--- config.mk ---
export PLATFORM = sky130hd
export DESIGN_NAME = fprint_mem_copy_master
export DESIGN_NICKNAME = d
export VERILOG_FILES = /design/src/rtl/fprint_mem_copy_master.sv
export SDC_FILE = /design/constraint.sdc
export NUM_CORES = 1
export LEC_CHECK = 0
export BUFFER_PORTS_ARGS = -buffer_cell sky130_fd_sc_hd__buf_4
export CAP_MARGIN = 40
export CORE_MARGIN = 2
export CORE_UTILIZATION = 58
export CTS_BUF_LIST = sky130_fd_sc_hd__clkbuf_16
export DETAILED_ROUTE_END_ITERATION = 8
export PLACE_DENSITY = 0.94
export SYNTH_ARGS = -nofsm -noshare
export SYNTH_HDL_FRONTEND = slang
export SYNTH_SLANG_ARGS = --single-unit
--- constraint.sdc ---
create_clock -name clk -period 5.1 [get_ports clk]
set_clock_uncertainty 0.1 [all_clocks]
set_input_delay 1.02 -clock clk [delete_from_list [all_inputs] [get_ports clk]]
set_output_delay 1.02 -clock clk [all_outputs]
set_load 0.02 [all_outputs]
--- src/rtl/fprint_mem_copy_master.sv ---
// fprint_mem_copy_master
// Avalon-MM master that copies a block of words from one region of a
// single-port on-chip memory into another region of the same memory.
// Each word takes three cycles: read, read-latency wait, write.
// Pointers wrap at MEM_DEPTH so a region may straddle the top of memory.

module fprint_mem_copy_master #(
    parameter int ADDR_WIDTH = 18,
    parameter int DATA_WIDTH = 32,
    parameter int MEM_DEPTH  = 153600
) (
    input  logic                    clk,
    input  logic                    reset_n,
    input  logic                    start,
    input  logic                    abort,
    input  logic [ADDR_WIDTH-1:0]   src_addr,
    input  logic [ADDR_WIDTH-1:0]   dst_addr,
    input  logic [ADDR_WIDTH-1:0]   num_words,
    output logic                    busy,
    output logic                    done,
    output logic                    aborted,
    output logic [ADDR_WIDTH-1:0]   words_done,
    output logic [ADDR_WIDTH-1:0]   m_address,
    output logic [DATA_WIDTH/8-1:0] m_byteenable,
    output logic                    m_chipselect,
    output logic                    m_write,
    output logic [DATA_WIDTH-1:0]   m_writedata,
    input  logic [DATA_WIDTH-1:0]   m_readdata,
    output logic                    m_clken,
    output logic                    m_reset_req
);

    localparam logic [ADDR_WIDTH-1:0] LAST_ADDR = ADDR_WIDTH'(MEM_DEPTH - 1);

    typedef enum logic [2:0] {
        IDLE,
        RD,
        LAT,
        WR,
        FIN
    } state_t;

    state_t                  state;
    logic [ADDR_WIDTH-1:0]   src_ptr;
    logic [ADDR_WIDTH-1:0]   dst_ptr;
    logic [ADDR_WIDTH-1:0]   remaining;
    logic                    abort_flag;

    // Word pointer increment that wraps from the last memory word back to 0.
    function automatic logic [ADDR_WIDTH-1:0] wrap_inc(input logic [ADDR_WIDTH-1:0] p);
        return (p == LAST_ADDR) ? '0 : p + 1'b1;
    endfunction

    // The memory is never clock-gated and never asked to reset.
    assign m_clken     = 1'b1;
    assign m_reset_req = 1'b0;

    // Copy sequencer; bus strobes are registered together with the state so
    // that each state's access is presented during that state's cycle.
    // m_writedata doubles as the holding register for the word just read.
    always_ff @(posedge clk or negedge reset_n) begin
        if (!reset_n) begin
            state        <= IDLE;
            src_ptr      <= '0;
            dst_ptr      <= '0;
            remaining    <= '0;
            abort_flag   <= 1'b0;
            busy         <= 1'b0;
            done         <= 1'b0;
            aborted      <= 1'b0;
            words_done   <= '0;
            m_address    <= '0;
            m_byteenable <= '0;
            m_chipselect <= 1'b0;
            m_write      <= 1'b0;
            m_writedata  <= '0;
        end else begin
            done <= 1'b0;
            case (state)
                IDLE: begin
                    if (start) begin
                        src_ptr    <= src_addr;
                        dst_ptr    <= dst_addr;
                        remaining  <= num_words;
                        words_done <= '0;
                        aborted    <= 1'b0;
                        abort_flag <= 1'b0;
                        busy       <= 1'b1;
                        if (num_words != '0) begin
                            state        <= RD;
                            m_chipselect <= 1'b1;
                            m_write      <= 1'b0;
                            m_byteenable <= '1;
                            m_address    <= src_addr;
                        end else begin
                            state <= FIN;
                        end
                    end
                end
                RD: begin
                    m_chipselect <= 1'b0;
                    m_byteenable <= '0;
                    if (abort) begin
                        abort_flag <= 1'b1;
                        state      <= FIN;
                    end else begin
                        state <= LAT;
                    end
                end
                LAT: begin
                    if (abort) begin
                        abort_flag <= 1'b1;
                        state      <= FIN;
                    end else begin
                        m_writedata  <= m_readdata;
                        m_chipselect <= 1'b1;
                        m_write      <= 1'b1;
                        m_byteenable <= '1;
                        m_address    <= dst_ptr;
                        state        <= WR;
                    end
                end
                WR: begin
                    words_done <= words_done + 1'b1;
                    src_ptr    <= wrap_inc(src_ptr);
                    dst_ptr    <= wrap_inc(dst_ptr);
                    remaining  <= remaining - 1'b1;
                    m_write    <= 1'b0;
                    if (abort) begin
                        abort_flag <= 1'b1;
                    end
                    if ((remaining > 1) && !abort) begin
                        state        <= RD;
                        m_chipselect <= 1'b1;
                        m_byteenable <= '1;
                        m_address    <= wrap_inc(src_ptr);
                    end else begin
                        state        <= FIN;
                        m_chipselect <= 1'b0;
                        m_byteenable <= '0;
                    end
                end
                FIN: begin
                    done    <= 1'b1;
                    busy    <= 1'b0;
                    aborted <= abort_flag;
                    state   <= IDLE;
                end
                default: begin
                    state <= IDLE;
                end
            endcase
        end
    end

endmodule

After elaboration in Yosys (flattened, before gate mapping):

Cells that the tools add are included.

* register bits after elaboration: 135
* bits of input ports: 90
* output and inout port bits: 79
* logic and storage cells: 89

* add/sub/neg operators: 4
* $lt $le $gt $ge: 1
* eq/ne operators: 11
* muxes and demuxes: 41
* bitwise logic cells: 1
* reductions and logical operators: 17

Operator list (number)
* $mux W18: 10
* $pmux W18 S2: 4
* $add A18 B1 Y18 const B: 3
* $pmux W18 S3: 1
* $eq A18 B18 Y1 const B: 2
* $gt A18 B1 Y1 const B: 1
* $reduce_bool A18 Y1: 1
* $sub A18 B1 Y18 const B: 1
* $mux W4: 4
* $pmux W4 S4: 1
* $mux W3: 5
* $pmux W3 S4: 1
* $mux W1: 10
* $ne A2 B2 Y1 const B: 4
* $reduce_and A4 Y1: 2
* $eq A3 B2 Y1 const B: 2
* $pmux W1 S2: 3
* $reduce_and A2 Y1: 3
* $reduce_bool A2 Y1: 3
* $reduce_and A5 Y1: 1
* $pmux W1 S4: 1
* $reduce_bool A4 Y1: 1
* $eq A3 B1 Y1 const B: 1
* $eq A3 B3 Y1 const B: 1
* other kinds (9): 9

Logic depth before layout (Yosys ltp):

* depth after elaboration: 4
* gate-level depth with buffers: 8
* mapped depth without buffers: 7

Worst setup path after synthesis:

No wires, ideal clock.

* path type: input-to-reg
* from: in num_words[6]
* to: reg m_address[15]
* library setup time: 0.128 ns
* arrival: 2.365 ns
* required time: 4.872 ns
* path slack: 2.508 ns
* stages on the path: 6
* buffers on the path: 1
* cell sequence: nor4_1 -> nand3_1 -> o221ai_1 -> nor3_4 -> buf_4 -> mux2_1

* longest elaborated chain between the ends: 3

Ends and longest elaborated chain
* from (decl): line 18 `input logic [ADDR_WIDTH-1:0] num_words,`
* $reduce_bool A18 Y1: line 89 `if (num_words != '0) begin`
* $ne A2 B2 Y1 (no source line)
* $reduce_and A5 Y1 (no source line)
* to (signal assigned): line 94 `m_address <= src_addr;`
* to (signal assigned): line 119 `m_address <= dst_ptr;`
* to (signal assigned): line 136 `m_address <= wrap_inc(src_ptr);`
* to (decl): line 23 `output logic [ADDR_WIDTH-1:0] m_address,`

No other way between the ends.
A chain may end at the register's enable or synchronous reset.

Worst setup path after layout:

* from: reg state[0]
* to: reg remaining[9]

* longest elaborated chain between the ends: 3
* elaborated cells between the ends (all ways): 6
* classes of those cells: eq/ne (2); mux (1); reduce/logical (3)

Ends and longest elaborated chain
* from (decl): line 43 `state_t state;`
* from (signal assigned): line 63 `state <= IDLE;`
* from (signal assigned): line 90 `state <= RD;`
* from (signal assigned): line 96 `state <= FIN;`
* $eq A3 B2 Y1 or $logic_not A3 Y1 (tied branches): line 79 `case (state)`
* $reduce_bool A2 Y1 (no source line) or $ne A2 B2 Y1 (tied branches)
* $reduce_and A2 Y1 (no source line)
* to (signal assigned): line 84 `remaining <= num_words;`
* to (signal assigned): line 127 `remaining <= remaining - 1'b1;`
* to (decl): line 46 `logic [ADDR_WIDTH-1:0] remaining;`

Several ways; a longest one is shown, not always the timed one.

==> flow_metrics.py <==
metrics = {
    "cts": {
        "cts_tree": "built",
        "h-tree-depth": 4,
        "clk_pin_slew_worst_paths_ns": 0.06,
        "clkSinkCount": 131,
        "clockBufferDepth": 2,
        "cts_root_buffer": "clkbuf_16",
        "cts-resized-gates": 0,
        "postCtsHoldBufs": 0,
        "clk_latency_ns": 0.43,
        "post_cts_buffers": 0,
        "cts_buffers": 17,
    },
    "logic_synthesis": {
        "yosysWarnings": 0,
        "avgSynthCellArea_um2": 9.90,
        "seq_area_frac_synth": 0.472,
        "synthCells": 701,
        "syn_area_um2": 6940,
        "synth_flop_cell": "dfrtp_1",
        "synth_cell_types": 74,
        "synth_area_leaders": "dfrtp_1 (47%), mux2_2 (7.6%), nand2_1 (3.9%)",
        "synth-seq-cells": 131,
        "yosys.area.top_type": "dfrtp_1",
        "synth_top_area_share": 0.472,
        "async_flop_share": 1.00,
        "syn-num-nets": 796,
        "synth_edf_count": 0,
    },
    "worst_setup_path": {
        "arrival_ns": 3.10,
        "start_kind": "flip-flop",
        "end_kind": "flip-flop",
        "crit_fanout": 17,
        "required_ns": 5.30,
        "path_class": "flip-flop to flip-flop",
    },
    "detailed_routing": {
        "drt_iter0_drc": 667,
        "ant_nets": 0,
        "drt_pre_antenna_iters": 6,
        "via_per_inst": 6.51,
        "routed_wl_mm": 21.1,
        "drcViolationCount": 0,
        "avgRoutedWirePerCell_um": 21.0,
        "vias": 6553,
    },
    "sta": {
        "relSlewSlack": 0.426,
        "rsz0062_at_grt": "false",
        "worst-slew-pin-transition_ns": 0.859,
        "finalHoldViolations": 0,
        "final_max_slew_viol_count": 0,
        "finalCritPeriodShare": 0.567,
        "post-route-min-period_ns": 2.89,
        "setup_viol": 0,
        "setup_tns_ns": 0,
        "max_freq_mhz": 346,
    },
    "cells_and_area": {
        "area_growth_pct": 27.8,
        "regArea_um2": 3280,
        "multiInputGateArea_um2": 3380,
        "instances_no_fill": 1007,
        "fillers": 746,
        "final_nets": 946,
        "diodes": 0,
        "drive_gt1_frac": 0.313,
    },
    "run": {
        "maxCapViolCount": 0,
    },
    "die": {
        "die_area_um2": 12900,
        "core.rowCount": 39,
        "die_w_um": 113,
        "die_y_um": 113,
        "coreArea_um2": 11600,
        "boundaryPins": 169,
        "initial_core_util": 0.600,
    },
    "power": {
        "p_leak_nw": 4.01,
        "power_w": 0.00574,
        "max-vdd-ir-drop_v": 0.000491,
        "p_per_area_nw_per_um2": 647,
    },
    "placed_design": {
        "dp_cells": 974,
        "dp_hpwl_mm": 13.8,
        "gp_congestion": 0.925,
        "io_buffers": 166,
    },
    "hold_path": {
        "hold_path.class": "primary input to async pin",
    },
    "global_routing": {
        "grt.overflow.total": 0,
        "grt_max_degree": 68,
        "track_usage": 0.333,
        "antenna_found_initial": 0,
        "grt_pass1_wl_mm": 33.4,
        "grt_pass1_vias": 6462,
    },
    "outcome": {
        "outcome": "finished, final reports clean",
    },
}
-- state kept, by name (all words and copies together) (netlist names) --
name          flops
abort_flag        1
aborted           1
busy              1
done              1
dst_ptr          18
m_address        18
m_byteenable      1
m_write           1
m_writedata      32
remaining        18
src_ptr          18
state             3
words_done       18
-- layout make-up --
type | instances | area share
Clock buffer | 17 | 0.0480
Multi-Input combinational cell | 509 | 0.381
Timing Repair Buffer | 177 | 0.154
Sequential cell | 131 | 0.370
Clock inverter | 15 | 0.0203
Tap cell | 143 | 0.0202
Inverter | 15 | 0.00635
-- where the power goes --
| group | switching (W) | total, W | internal (W) |
|---|---|---|---|
| clock | 0.000501 | 0.00127 | 0.000772 |
| sequential | 0.000519 | 0.00202 | 0.00150 |
| combinational | 0.00136 | 0.00245 | 0.00108 |
-- metal layers --
layer	vias up	track usage	wire, um
met5	-	0	0
met1	3161	0.420	7980
met2	429	0.556	10600
met4	0	0.124	545
met3	55	0.0882	1990
li1	2908	-	-
-- synthesized netlist by cell type, drive strengths merged (15+ instances only) --
| cell type | n |
|---|---|
| nor2 | 27 |
| a21oi | 37 |
| mux2 | 49 |
| nand3 | 31 |
| a221o | 17 |
| nor3 | 24 |
| inv | 15 |
| clkbuf | 25 |
| nand2 | 72 |
| and3 | 19 |
| buf | 21 |
| o21ai | 60 |
| dfrtp | 131 |
| nand4 | 19 |
-- cell usage in the layout, fill, tap and decap left out, types with 18 or more instances in the layout --
master and n:
nand2_1 72, o21ai_0 50, dfrtp_1 131, nand3_1 30, nor3_1 20, mux2_2 47
nor2_1 26, and3_1 18, a21oi_1 37, nand4_1 18, buf_4 173
-- path summary, 6_finish.rpt --
path / cells after the start / slack [ns] / startpoint / endpoint
max in group asynchronous: 3 / 3.57 / reset_n / m_writedata[14]$_DFFE_PN0P_
min in group clk: 1 / 0.37 / words_done[17]$_DFFE_PN0P_ / words_done[17]$_DFFE_PN0P_
min reg2reg: 1 / 0.37 / words_done[17]$_DFFE_PN0P_ / words_done[17]$_DFFE_PN0P_
max: 6 / 2.21 / state[0]$_DFFE_PN0N_ / remaining[9]$_DFFE_PN0P_
min: 1 / 0.36 / reset_n / m_writedata[0]$_DFFE_PN0P_
max reg2reg: 6 / 2.21 / state[0]$_DFFE_PN0N_ / remaining[9]$_DFFE_PN0P_
-- cell families after synthesis --
family	synth area share
buffers and inverters	0.0413
other	0.00108
DFF	0.472
xor gates and xnor gates	0.0214
muxes	0.0953
and+or+nand+nor	0.193
adders and majority gates	0.00901
AOI/OAI and AO/OA	0.167
-- per-stage QoR --
step / setup WS [ns] / utilization / hold WS [ns] / cell area (um^2)
5_1_grt: 2.08 / 0.767 / 0.360 / 8870
3_5_place_dp: 1.97 / 0.713 / 0.368 / 8250
2_1_floorplan: 2.51 / - / 0.397 / 6940
6_report: 2.21 / 0.767 / 0.356 / 8870
3_3_place_gp: 2.08 / 0.709 / 0.361 / 8200
4_1_cts: 2.24 / 0.766 / 0.352 / 8850
-- worst max-delay path, cell delays in order, from the launching register on --
cell and delay, ns:
dfrtp_1 0.75, and3b_1 0.64, buf_6 0.25, nand2_1 0.08, nor3_1 0.51, a21oi_1 0.15
a221o_1 0.29
Note: power is estimated with default switching activity, not from simulation.
